$ cat src/rtl/conv2_sched.sv
// conv2_sched: layer-2 conv sequencer (row fill, filter load, padded scan).
// Optional macro CONV2_SCHED_REUSE_EN adds the reuse input.
module conv2_sched #(
    parameter int ROWS     = 16,
    parameter int NUM_OC   = 8,
    parameter int PIPE_LAT = 4,
    parameter int ADDR_W   = 10
) (
    input  logic              clk,
    input  logic              rst_n,
    input  logic              start,
`ifdef CONV2_SCHED_REUSE_EN
    input  logic              reuse,
`endif
    input  logic              abort,
    input  logic              row_valid,
    output logic              row_ready,
    output logic              sram_we,
    output logic              sram_re,
    output logic [ADDR_W-1:0] sram_addr,
    output logic              feed_zero,
    output logic              wt_load,
    output logic [2:0]        wt_ch,
    output logic              out_valid,
    output logic [3:0]        out_row,
    output logic [2:0]        out_ch,
    output logic              busy,
    output logic              done
);

    localparam int WW = $clog2(ROWS);
    localparam int SW = $clog2(PIPE_LAT + ROWS + 2);

    localparam logic [WW-1:0] WR_LAST = WW'(ROWS - 1);
    localparam logic [WW-1:0] WR_ONE  = WW'(1);
    localparam logic [SW-1:0] SC_LAST = SW'(PIPE_LAT + ROWS + 1);
    localparam logic [SW-1:0] SC_ROWS = SW'(ROWS);
    localparam logic [SW-1:0] SC_OV0  = SW'(PIPE_LAT + 2);
    localparam logic [SW-1:0] SC_ONE  = SW'(1);
    localparam logic [2:0]    OC_LAST = 3'(NUM_OC - 1);

    typedef enum logic [2:0] {
        IDLE,
        FILL,
        WLOAD,
        SCAN,
        FIN
    } state_t;

    state_t        state, state_n;
    logic [WW-1:0] wr_ptr, wr_n;
    logic [SW-1:0] scan_cnt, scan_n;
    logic [2:0]    oc, oc_n;
    logic          filled, filled_n;
    logic          reuse_ok;

    logic              rdy_n, we_n, re_n, fz_n, wl_n;
    logic              ov_n, busy_n, done_n;
    logic [ADDR_W-1:0] addr_n;
    logic [2:0]        wch_n, och_n;
    logic [3:0]        orow_n;

`ifdef CONV2_SCHED_REUSE_EN
    assign reuse_ok = reuse & filled;
`else
    assign reuse_ok = 1'b0;
`endif

    // Next state, counters, and the output values they imply
    always_comb begin
        state_n  = state;
        wr_n     = wr_ptr;
        scan_n   = scan_cnt;
        oc_n     = oc;
        filled_n = filled;
        we_n     = 1'b0;
        addr_n   = sram_addr;

        if (abort) begin
            state_n  = IDLE;
            wr_n     = '0;
            scan_n   = '0;
            oc_n     = '0;
            filled_n = 1'b0;
        end else begin
            unique case (state)
                IDLE: begin
                    if (start) begin
                        wr_n    = '0;
                        scan_n  = '0;
                        oc_n    = '0;
                        state_n = reuse_ok ? WLOAD : FILL;
                    end
                end
                FILL: begin
                    if (row_valid && row_ready) begin
                        we_n   = 1'b1;
                        addr_n = ADDR_W'(wr_ptr);
                        wr_n   = wr_ptr + WR_ONE;
                        if (wr_ptr == WR_LAST) begin
                            wr_n     = '0;
                            oc_n     = '0;
                            filled_n = 1'b1;
                            state_n  = WLOAD;
                        end
                    end
                end
                WLOAD: begin
                    scan_n  = '0;
                    state_n = SCAN;
                end
                SCAN: begin
                    if (scan_cnt == SC_LAST) begin
                        scan_n = '0;
                        if (oc == OC_LAST) begin
                            state_n = FIN;
                        end else begin
                            oc_n    = oc + 3'd1;
                            state_n = WLOAD;
                        end
                    end else begin
                        scan_n = scan_cnt + SC_ONE;
                    end
                end
                FIN: begin
                    oc_n    = '0;
                    state_n = IDLE;
                end
                default: state_n = IDLE;
            endcase
        end

        rdy_n  = (state_n == FILL);
        wl_n   = (state_n == WLOAD);
        wch_n  = wl_n ? oc_n : wt_ch;
        re_n   = (state_n == SCAN) && (scan_n >= SC_ONE) &&
                 (scan_n <= SC_ROWS);
        fz_n   = (state_n == SCAN) && !re_n;
        ov_n   = (state_n == SCAN) && (scan_n >= SC_OV0);
        orow_n = ov_n ? 4'(scan_n - SC_OV0) : 4'd0;
        och_n  = ov_n ? oc_n : 3'd0;
        busy_n = (state_n != IDLE);
        done_n = (state_n == FIN);
        if (re_n) begin
            addr_n = ADDR_W'(scan_n - SC_ONE);
        end
    end

    // State, counters and registered outputs
    always_ff @(posedge clk) begin
        if (rst_n) begin
            state     <= IDLE;
            wr_ptr    <= '0;
            scan_cnt  <= '0;
            oc        <= '0;
            filled    <= 1'b0;
            row_ready <= 1'b0;
            sram_we   <= 1'b0;
            sram_re   <= 1'b0;
            sram_addr <= '0;
            feed_zero <= 1'b0;
            wt_load   <= 1'b0;
            wt_ch     <= '0;
            out_valid <= 1'b0;
            out_row   <= '0;
            out_ch    <= '0;
            busy      <= 1'b0;
            done      <= 1'b0;
        end else begin
            state     <= state_n;
            wr_ptr    <= wr_n;
            scan_cnt  <= scan_n;
            oc        <= oc_n;
            filled    <= filled_n;
            row_ready <= rdy_n;
            sram_we   <= we_n;
            sram_re   <= re_n;
            sram_addr <= addr_n;
            feed_zero <= fz_n;
            wt_load   <= wl_n;
            wt_ch     <= wch_n;
            out_valid <= ov_n;
            out_row   <= orow_n;
            out_ch    <= och_n;
            busy      <= busy_n;
            done      <= done_n;
        end
    end

endmodule

$ cat config.mk
export PLATFORM = sky130hd
export DESIGN_NAME = conv2_sched
export DESIGN_NICKNAME = d
export VERILOG_FILES = /design/src/rtl/conv2_sched.sv
export SDC_FILE = /design/constraint.sdc
export NUM_CORES = 1
export LEC_CHECK = 0
export ABC_AREA = 0
export BUFFER_PORTS_ARGS = -buffer_cell sky130_fd_sc_hd__buf_4
export CORE_MARGIN = 3
export CORE_UTILIZATION = 58
export CTS_BUF_LIST = sky130_fd_sc_hd__clkbuf_8
export DETAILED_ROUTE_END_ITERATION = 10
export GPL_TIMING_DRIVEN = 0
export PLACE_DENSITY = 0.82
export RECOVER_POWER = 25
export SLEW_MARGIN = 20
export SYNTH_ARGS = -nofsm -noshare
export SYNTH_HDL_FRONTEND = slang
export SYNTH_SLANG_ARGS = --single-unit
$ cat constraint.sdc
create_clock -name clk -period 7.2 [get_ports clk]
set_input_delay 1.44 -clock clk [delete_from_list [all_inputs] [get_ports clk]]
set_output_delay 1.44 -clock clk [all_outputs]
set_load 0.1 [all_outputs]
==> impl_results.md <==
* Rel. slew slack at 0.221
* Mapped Cells at 228
* Sequential area share after synthesis at 0.397
* Final Critical Period at 3830 ps
* Height of the die at 64.2 µm
* Post-synth EDFFs at 0
* R2R cell count at 11
* PwrDens at 171 nW/µm²
* Largest net degree at the start of global routing at 12
* RR Endpoint: sram_addr[3]$_SDFFE_PP0P_
* Vias per inst at 5.63
* Initial antenna violation count at 0
* Dpl cells at 303
* Setup slack, reg-to-reg at 4010 ps
* Cell area after layout at 2310 µm²
* Syn nets at 243
* Setup TNS Final at 0 ps
* CP Class: in -> reg
* Final setup fails at 0
* Post-route DRC at 0
* Setup bufs post-CTS at 0
* Dpl hpwl at 3.20 mm
* Worst path slowest cell: o41ai_1
* Met3 wire len at 226 µm
* First-pass GRT wire length at 7.15 mm
* Starting DRT DRC Count at 102
* Clock skew at 5.65 ps
* Met2 WL post-DR at 2.00 mm
* Synthesis-stage register bit count at 39
* Crit-path cells: clkbuf_1, clkbuf_1, a311o_1, clkbuf_1, ha_1, inv_1, o41ai_1, xnor2_1, or4_1, a31oi_1
* Layout cells sized above 1 at 0.176
* Cell Area, Placed at 2250 µm²
* HP Class: reg -> reg
* CP required at 7420 ps
* Synth top area cells: dfxtp_1, ha_1, nor2_1, a21oi_1, inv_1
* Leakage at 0.904 nW
* Insertion delay to the later sink of the worst-skew pair at 290 ps
* Per-cell routed wire length at 13.8 µm
* Post-Syn Area at 1970 µm²
* TritonCTS clock tree: done
* YS warnings at 0
* CP Data Arrival Time at 4050 ps
* H-tree levels at 2
* P&R area growth vs syn at 17.4%
* Top sig layer: met4
* IO Pins at 33
* Max-slew violation count at 0
* Maximum vdd drop at 0.147 mV
* CP Launch Type: input pin
* Wl on met1 at 1.99 mm
* Cts hold-fix bufs at 0
* Status: complete, no violations
* Final #Nets at 281
* Worst Hold Path EP: wt_ch[1]$_SDFFE_PP0P_
* Final core utilization at 0.733
* Vias in the first global route at 1,577
* Hold path depth at 2
* Grt ovf at 0
* Post-route ant nets at 0
* Post_cts resized at 0
* Die area at 4130 µm²
* Cell mode on critical path: clkbuf_1
* Vias at 1,750
* Rows at 20
* Least-Margin Pin Slew at 1170 ps
* CTS Sinks at 39
* Die W at 64.2 µm
* Antenna Diode Count at 0
* Count of different cell masters after synthesis at 50
* HP Start: wt_ch[1]$_SDFFE_PP0P_
* Pre-antenna DRT Iters at 4
* Final cell count without fillers at 311
* Avg Cell Area, Syn at 8.63 µm²
* Core Area at 3150 µm²
* Port Buffer Count at 31
* Post-synth top area share at 0.397
* Fmax at 261 MHz
* Drt total wl at 4.28 mm
* Worst-path maximum fanout at 11
* Final GP Congestion at 0.860
* Area leader, netlist: dfxtp_1
* RSZ-0062 raised after global routing: no
* Final Hold Viols at 0
* Clk slew on worst S/H paths at 70 ps
* CTS Buf Count at 5
* Global-route usage over all layers at 0.224
* Root Driver: clkbuf_8
* Crit. End Element: register
* Max clock buf depth at 2
* Period utilisation layout at 0.532
* CP peak stage delay at 510 ps
* Ys async rst share at 0
* Worst r2r src: state[2]$_SDFF_PP0_
* Ys flop type: dfxtp_1
* Max cap viols at 0
* Initial Utilization at 0.624
==> Yosys cell counts, drive strengths merged (3+ instances only) <==
| cell | n |
|---|---|
| or3 | 4 |
| o21ai | 5 |
| nand4 | 4 |
| nand2b | 3 |
| a32oi | 3 |
| a311o | 5 |
| clkbuf | 6 |
| buf | 9 |
| dfxtp | 39 |
| nor3 | 11 |
| xnor2 | 5 |
| nand3 | 6 |
| nand2 | 9 |
| a31oi | 7 |
| ha | 10 |
| a21oi | 16 |
| nor4 | 3 |
| inv | 15 |
| nor2 | 31 |
| a211oi | 4 |
==> logic make-up (layout without fill, tap and decap cells) <==
| family | Yosys count | count (layout) | synth area share |
|---|---|---|---|
| buf+inv | 30 | 69 | 0.0757 |
| compound gates | 50 | 50 | 0.172 |
| mux | 3 | 3 | 0.0159 |
| fa+ha+maj | 10 | 10 | 0.0636 |
| simple gates | 90 | 90 | 0.249 |
| xor+xnor | 6 | 6 | 0.0267 |
| flops | 39 | 39 | 0.397 |
==> where the power goes <==
group | switching [W] | internal, W
Sequential | 0.000000316 | 0.000216
Combinational | 0.0000144 | 0.00000543
Clock | 0.0000715 | 0.0000859
Total | 0.0000862 | 0.000308
==> sequential cells by signal, indices dropped and copies added (netlist names), 3 cells and up <==
signal and count:
state 3, out_ch 3, out_row 4, oc 3
scan_cnt 5, wt_ch 3, wr_ptr 4, sram_addr 6
==> how the worst max path moves through the flow <==
stage / from / endpoint / slack, ps / cells after the start
2_1_floorplan: start / sram_addr[3]$_SDFFE_PP0P_ / 3730 / 11
3_3_place_gp: start / sram_addr[3]$_SDFFE_PP0P_ / 3340 / 12
3_5_place_dp: start / sram_addr[3]$_SDFFE_PP0P_ / 3350 / 12
4_1_cts: start / sram_addr[3]$_SDFFE_PP0P_ / 3650 / 12
5_1_grt: abort / sram_addr[3]$_SDFFE_PP0P_ / 3090 / 10
6_report: abort / sram_addr[3]$_SDFFE_PP0P_ / 3370 / 10
==> placed cells by master, fill, tap and decap left out, types with 3 or more instances in the layout <==
cell type / count
dfxtp_1: 39
nor2_1: 31
buf_4: 26
clkbuf_1: 17
inv_1: 16
a21oi_1: 16
ha_1: 10
nor3_1: 9
nand2_1: 9
a31oi_1: 7
clkbuf_8: 7
nand3_1: 6
a311o_1: 5
xnor2_1: 5
or3_1: 4
o21ai_0: 4
nand4_1: 4
a211oi_1: 4
a32oi_1: 3
nor4_1: 3
==> metrics by stage <==
step | hold WS (ps) | setup WS [ps] | power [W]
2_1_floorplan | 459 | 3730 | 0.000236
3_3_place_gp | 479 | 3340 | 0.000242
3_5_place_dp | 488 | 3350 | 0.000242
4_1_cts | 507 | 3650 | 0.000398
5_1_grt | 530 | 3090 | 0.000411
6_report | 505 | 3370 | 0.000394
==> metal layers <==
layer | track usage | up-vias
met5 | 0 | -
met4 | 0.0818 | 0
met3 | 0.0703 | 6
met2 | 0.356 | 45
met1 | 0.284 | 800
li1 | - | 899
==> worst max-delay path, delay by kind of cell <==
kind	cells	cell delay, ps
compound gates	3	850
simple gates	1	490
fa+ha+maj	1	230
xor+xnor	1	100
buf+inv	4	930
==> area by class of cell <==
class	instances	area, µm²
Buffer	15	85.1
Inverter	15	56.3
Clock buffer	7	96.3
Multi-Input combinational cell	159	1040
Fill cell	272	843
Tap cell	44	55.1
Timing Repair Buffer	31	195
Sequential cell	39	781
Clock inverter	1	3.75
(Power assumes the default switching activity.)
